`src/rtl/serial_paralelo_param_pkg.sv`:
```
// Shared definitions for the serial-to-parallel deserializer: FSM state encoding
// and the default alignment symbol.
package serial_paralelo_param_pkg;

    typedef enum logic [1:0] {
        SEARCH = 2'd0,
        ALIGN  = 2'd1,
        ACTIVE = 2'd2
    } state_t;

    localparam logic [7:0] COMMA_DEFAULT = 8'hBC;

endpackage

```
`src/rtl/sp_comma_det.sv`:
```
// Serial shift register plus a bit-granular comparator against the comma symbol.
// Exposes the value the register is about to load so the FSM can act on the same edge.
module sp_comma_det
    import serial_paralelo_param_pkg::*;
#(
    parameter int               WIDTH = 8,
    parameter logic [WIDTH-1:0] COMMA = WIDTH'(COMMA_DEFAULT)
) (
    input  logic             clk_32f,
    input  logic             reset_L,
    input  logic             data_input,
    output logic [WIDTH-1:0] next_sr,
    output logic             is_comma
);

    // The oldest bit is shifted out on the same edge it would be loaded, so only
    // the WIDTH-1 youngest bits need storage.
    logic [WIDTH-2:0] sr;

    assign next_sr  = {sr, data_input};
    assign is_comma = (next_sr == COMMA);

    // NOTE: sequential state uses non-blocking assignment so every register samples
    // pre-edge values regardless of block ordering.
    always_ff @(posedge clk_32f or negedge reset_L) begin
        if (!reset_L) begin
            sr <= '0;
        end else begin
            sr <= next_sr[WIDTH-2:0];
        end
    end

endmodule

```
`src/rtl/serial_paralelo_param.sv`:
```
// Comma-aligned serial-to-parallel converter: hunts for COMMA, requires LOCK_COUNT
// aligned commas to lock, then emits every non-comma word with a one-cycle strobe.
module serial_paralelo_param
    import serial_paralelo_param_pkg::*;
#(
    parameter int               WIDTH      = 8,
    parameter logic [WIDTH-1:0] COMMA      = WIDTH'(COMMA_DEFAULT),
    parameter int               LOCK_COUNT = 4
) (
    input  logic             clk_32f,
    input  logic             reset_L,
    input  logic             data_input,
    output logic [WIDTH-1:0] data_output,
    output logic             valid_out,
    output logic             active,
    output logic [3:0]       BC_contador
);

    localparam int             CW       = $clog2(WIDTH);
    localparam logic [CW-1:0]  LAST_BIT = CW'(WIDTH - 1);
    localparam logic [3:0]     LOCK     = 4'(LOCK_COUNT);

    logic [WIDTH-1:0] next_sr;
    logic             is_comma;

    sp_comma_det #(
        .WIDTH (WIDTH),
        .COMMA (COMMA)
    ) u_comma_det (
        .clk_32f    (clk_32f),
        .reset_L    (reset_L),
        .data_input (data_input),
        .next_sr    (next_sr),
        .is_comma   (is_comma)
    );

    state_t           state, state_nx;
    logic [CW-1:0]    bit_cnt, bit_cnt_nx;
    logic [WIDTH-1:0] data_nx;
    logic             valid_nx;
    logic             active_nx;
    logic [3:0]       bc_nx;
    logic             boundary;

    // Edge that samples the last bit of an aligned word.
    assign boundary = (bit_cnt == LAST_BIT);

    // NOTE: every signal driven here gets a default first, so no path can leave one
    // unassigned and infer a latch.
    always_comb begin
        state_nx   = state;
        bit_cnt_nx = boundary ? '0 : bit_cnt + 1'b1;
        data_nx    = data_output;
        valid_nx   = 1'b0;
        active_nx  = active;
        bc_nx      = BC_contador;

        case (state)
            SEARCH: begin
                bit_cnt_nx = '0;
                if (is_comma) begin
                    bc_nx = 4'd1;
                    if (LOCK_COUNT == 1) begin
                        state_nx  = ACTIVE;
                        active_nx = 1'b1;
                    end else begin
                        state_nx = ALIGN;
                    end
                end
            end
            ALIGN: begin
                if (boundary) begin
                    if (is_comma) begin
                        bc_nx = BC_contador + 4'd1;
                        if (bc_nx == LOCK) begin
                            state_nx  = ACTIVE;
                            active_nx = 1'b1;
                        end
                    end else begin
                        state_nx = SEARCH;
                        bc_nx    = 4'd0;
                    end
                end
            end
            ACTIVE: begin
                // Commas are idle fill once locked; misaligned comma patterns never matter here.
                if (boundary) begin
                    if (is_comma) begin
                        bc_nx = LOCK;
                    end else begin
                        data_nx  = next_sr;
                        valid_nx = 1'b1;
                    end
                end
            end
            default: begin
                state_nx = SEARCH;
            end
        endcase
    end

    always_ff @(posedge clk_32f or negedge reset_L) begin
        if (!reset_L) begin
            state       <= SEARCH;
            bit_cnt     <= '0;
            data_output <= '0;
            valid_out   <= 1'b0;
            active      <= 1'b0;
            BC_contador <= 4'd0;
        end else begin
            state       <= state_nx;
            bit_cnt     <= bit_cnt_nx;
            data_output <= data_nx;
            valid_out   <= valid_nx;
            active      <= active_nx;
            BC_contador <= bc_nx;
        end
    end

endmodule

```
`config.mk`:
```
export PLATFORM = sky130hd
export DESIGN_NAME = serial_paralelo_param
export DESIGN_NICKNAME = d
export VERILOG_FILES = /design/src/rtl/serial_paralelo_param_pkg.sv /design/src/rtl/sp_comma_det.sv /design/src/rtl/serial_paralelo_param.sv
export SDC_FILE = /design/constraint.sdc
export NUM_CORES = 1
export LEC_CHECK = 0
export BUFFER_PORTS_ARGS = -buffer_cell sky130_fd_sc_hd__buf_2
export CAP_MARGIN = 20
export CORE_UTILIZATION = 59
export CTS_CLUSTER_DIAMETER = 30
export DETAILED_ROUTE_END_ITERATION = 10
export GPL_TIMING_DRIVEN = 0
export PLACE_DENSITY_LB_ADDON = 0.15
export SYNTH_ARGS = -nofsm -noshare
export SYNTH_HDL_FRONTEND = slang
export SYNTH_SLANG_ARGS = --single-unit
```
`constraint.sdc`:
```
create_clock -name clk_32f -period 2.7 [get_ports clk_32f]
set_input_delay 0.54 -clock clk_32f [delete_from_list [all_inputs] [get_ports clk_32f]]
set_output_delay 0.54 -clock clk_32f [all_outputs]
set_load 0.02 [all_outputs]
```
# Yosys cells after proc, flatten, opt, wreduce, memory -nomap -nowiden
# Cells that the tools add are included.
# totals
input_bits	3
reg_bits	26
# classes
bitwise_logic	2
n_eq_ne	10
reduce_logical	6
mux	16
addsub	2
# ops
op	count
two-way mux 4 bit	5
case mux 4 bit (3 select lines)	1
equality test 8 bit, second input constant	1
two-way mux 2 bit	4
inequality test 2 bit, second input constant	4
AND reduction 4 bit	2
two-way mux 3 bit	2
case mux 2 bit (3 select lines)	1
AND reduction 5 bit	1
adder 4 x 1 -> 4 bit, second input constant	1
equality test 4 x 3 -> 1 bit, second input constant	1
adder 3 x 1 -> 3 bit, second input constant	1
equality test 3 bit, second input constant	1
two-way mux 1 bit	3
inequality test 3 bit, second input constant	1
AND reduction 3 bit	1
nonzero test 3 bit	1
equality test 2 x 1 -> 1 bit, second input constant	1
equality test 2 bit, second input constant	1
logical NOT 2 bit	1
inverter 1 bit	2

# Longest topological paths before layout
# logic_depth
ltp_word	6
mapped_depth	6
depth_no_buf	6

# Modules after synthesis
# Synthesis repeated with hierarchy kept, for this count alone.
# unflattened
hier_cells	116
hier_area_um2	1228.7
# by_module_without_submodules
mod	seq_area_each_um2	area_each_um2	instances	cells_each
serial_paralelo_param	475.5	1021.0	1	105
sp_comma_det	175.2	207.7	1	11

# Worst setup path before layout
# Ideal clock, no wire load.
# synth_timing
path_kind	register -> register
start	register BC_contador[0]
end	register state[0]
setup_ps	125
slack_ps	990
arrival_time_ps	1585
stages_incl_launch_ff	6
cell_sequence	dfrtp_1 ha_1 nand3b_1 o31ai_2 o211ai_1 mux2_4
# synth_between
elab_chain_cells	4
# synth_lines
item	line	rtl
start: declaration	serial_paralelo_param.sv:16	output logic [3:0] BC_contador
start signal: assignment	serial_paralelo_param.sv:116	BC_contador <= bc_nx;
adder 4 x 1 -> 4 bit	serial_paralelo_param.sv:74	bc_nx = BC_contador + 4'd1;
equality test 4 x 3 -> 1 bit	serial_paralelo_param.sv:75	if (bc_nx == LOCK) begin
inequality test 3 bit (no line)	--	
AND reduction 4 bit (no line)	--	
end signal: assignment	serial_paralelo_param.sv:111	state <= state_nx;
end: declaration	serial_paralelo_param.sv:37	state_t state, state_nx;
# Every way passes these cells.
# A chain may end at the register's enable or synchronous reset.

# Worst setup path after layout
# layout_timing
start	register bit_cnt[0]
end	register BC_contador[0]
# layout_between
elab_chain_cells	3
elab_cells_between_ends	4
cone_classes	eq/ne (3); reduce/logical (1)
# layout_lines
item	line	rtl
start: declaration	serial_paralelo_param.sv:38	logic [CW-1:0] bit_cnt, bit_cnt_nx;
start signal: assignment	serial_paralelo_param.sv:112	bit_cnt <= bit_cnt_nx;
equality test 3 bit *	serial_paralelo_param.sv:46	assign boundary = (bit_cnt == LAST_BIT);
inequality test 2 bit (no line)	--	
AND reduction 5 bit (no line) *	--	
# Mark *: on every way between the ends. The rest lies on a longest branch, timed or not.

==> impl_metrics.tcl <==
set metrics [dict create \
    post_cts_hold_buffer_count 0 \
    placedCellCount 133 \
    yosysSeqAreaShare_pct 52.8 \
    grt.overflow.total 0 \
    path_clk_slew_ns 0.13 \
    cts_max_path_buffers 2 \
    pin_count_of_the_biggest_net_entering_global_routing 27 \
    vias_per_cell 5.82 \
    route.detailed.drc 0 \
    switchingPower_mw 0.257 \
    p_leak_nw 0.685 \
    seqPwrFrac_pct 56.0 \
    port_bufs 16 \
    required_ns 2.91 \
    initial_antenna_violation_count 0 \
    pin_count 17 \
    vdd_drop_max_uv 437 \
    ys_warn_count 0 \
    synth.cell_area_mm2 0.00123 \
    number_of_buffers_created_by_cts 3 \
    crit_type "reg2reg" \
    detailedPlacementHpwl_um 1520 \
    mostFrequentLayoutCell "dfrtp_1" \
    residual_antenna_violating_net_count_after_detailed_routing 0 \
    total_design_power_mw 0.828 \
    clock_latency_ns 0.32 \
    timing.final.crit_share_pct 70.7 \
    route.layer.met1.wl_um 977 \
    totalNegativeSetupSlack_ns 0 \
    finalCoreUtilization_pct 69.7 \
    distinct_cell_type_count_after_synthesis 32 \
    power_density_mw_per_mm2 605 \
    die_h_um 47.7 \
    postSynthAreaPerCell_um2 13.7 \
    instances_no_fill 136 \
    arrival_time_worst_endpoint_ns 2.12 \
    cts_root_buffer "clkbuf_4" \
    synth-edff-count 0 \
    cts-htree-levels 1 \
    worst_path_max_delay_cell "dfrtp_1" \
    fill_cells 161 \
    synth_nets 100 \
    critPathMaxStageDelay_ns 0.41 \
    critical_path.startpoint_type "register" \
    layout-area-overhead-vs-synth_pct 11.1 \
    ys.flop_type "dfrtp_1" \
    nNetsFinal 121 \
    post_drt_wl_per_cell_um 15.1 \
    initial_core_util_pct 62.8 \
    critPathMaxFanout 8 \
    via_count_of_the_first_global_routing_pass 704 \
    setup_violations 0 \
    relative_contribution_of_the_clock_network_to_total_power_pct 19.3 \
    met3_wirelength_um 82 \
    tightestPinTransition_ns 0.540 \
    netlist_instances 90 \
    total_global_route_track_usage_pct 21.1 \
    worstHoldPathType "in2async" \
    floorplan.rows 16 \
    layout_min_cycle_time_ns 1.91 \
    dr_total_vias 792 \
    first_pass_grt_wire_length_um 3190 \
    end_kind "register" \
    final_clock_skew_ns 0.00226 \
    drive_above_1_share_pct 34.9 \
    routability_congestion 0.789 \
    tritoncts "yes" \
    wl_um 2060 \
    die_w_um 47.7 \
    route.top_layer_used "met4" \
    rsz0062_at_grt "no" \
    cell_internal_pwr_mw 0.571 \
    slew-limit-headroom_pct 64.0 \
    drtIter0Drc 10 \
    share_of_flip_flops_with_an_asynchronous_set_or_reset_pct 100 \
    core_mm2 0.00196 \
    fmaxAchievable_mhz 524 \
    p_sw_share_pct 31.1 \
    yosys_register_bits 26 \
    timing.final.max_slew_violations 0 \
    met2_wirelength_um 973 \
    firstDrtPassIters 4 \
    status "finished clean" \
    cts_repair_resize_count 0 \
    finalHoldViolations 0 \
    design.die.area_mm2 0.00227 \
    insertedDiodeCount 0 \
    pwr-share-comb_pct 24.7 \
    layout_common_cells "26 x dfrtp_1, 16 x buf_2, 9 x mux2_4" \
    path_cells "ha_1, ha_1, o21bai_1, a22oi_1, o21bai_1, mux2_2" \
    post_cts_buffers 0 \
    cts_num_sinks 26 \
    drv.max_cap_violation_count 0 \
]
==> power groups by stage <==
stage	combinational, mW	sequential, mW	clock, mW
floorplan	0.140	0.472	0
detailed placement	0.202	0.472	0
CTS	0.206	0.464	0.166
global route	0.227	0.469	0.186
global placement	0.191	0.467	0
finish	0.205	0.463	0.160
==> cell usage after synthesis, types with 3 or more instances <==
library cell	n	area [um2]
dfrtp_1	26	651
mux2_4	9	135
ha_1	7	87.6
inv_1	4	15.0
nand3_1	3	15.0
nor2b_1	3	18.8
o211ai_1	3	22.5
==> state kept, by name (all words and copies together), names as in the netlist <==
| register | cells |
|---|---|
| valid_out | 1 |
| state | 2 |
| bit_cnt | 3 |
| data_output | 8 |
| BC_contador | 4 |
| active | 1 |
| u_comma_det.sr | 7 |
==> per-stage QoR <==
stage,hold slack (ns),instance area (um2),setup slack [ns]
3_3_place_gp,0.400,1350,0.881
6_report,0.182,1370,0.792
4_1_cts,0.194,1370,0.805
5_1_grt,0.210,1370,0.698
2_1_floorplan,0.244,1230,0.990
3_5_place_dp,0.407,1350,0.828
==> worst max-delay path: cells and delay by family (launching register included) <==
kind,cells,cell delay [ns]
adders and majority gates,2,0.48
DFF,1,0.41
muxes,1,0.31
AOI/OAI and AO/OA,3,0.61
==> kinds of logic (layout without fill, tap and decap cells) <==
| logic type | after synthesis | in the layout | synth area share (%) |
|---|---|---|---|
| compound gates | 17 | 17 | 10.2 |
| buf+inv | 5 | 24 | 2.13 |
| simple gates | 24 | 24 | 14.9 |
| fa+ha+maj | 7 | 7 | 7.11 |
| mux | 11 | 11 | 12.8 |
| flops | 26 | 26 | 52.8 |
==> layout make-up <==
type,count,area (um2),share of cell area (%)
Sequential cell,26,651,47.6
Buffer,1,11.3,0.823
Inverter,4,15.0,1.10
Tap cell,27,33.8,2.47
Timing Repair Buffer,16,80.1,5.86
Clock buffer,3,22.5,1.65
Multi-Input combinational cell,59,554,40.5
==> worst paths after layout <==
path,cells after the start,slack [ns],to,startpoint
max reg2reg,6,0.79,BC_contador[0],bit_cnt[0]
min,1,0.18,data_output[5],reset_L
min reg2reg,0,0.43,u_comma_det.sr[3],u_comma_det.sr[2]
max,6,0.79,BC_contador[0],bit_cnt[0]
max in group asynchronous,1,2.16,BC_contador[1],reset_L
min in group clk_32f,1,0.36,u_comma_det.sr[0],data_input
==> metal layers <==
metal | vias up | track usage (%)
met5 | - | 0
met4 | 0 | 6.11
met3 | 5 | 8.68
met2 | 15 | 31.1
met1 | 393 | 28.9
li1 | 379 | -
(Power assumes the default switching activity.)
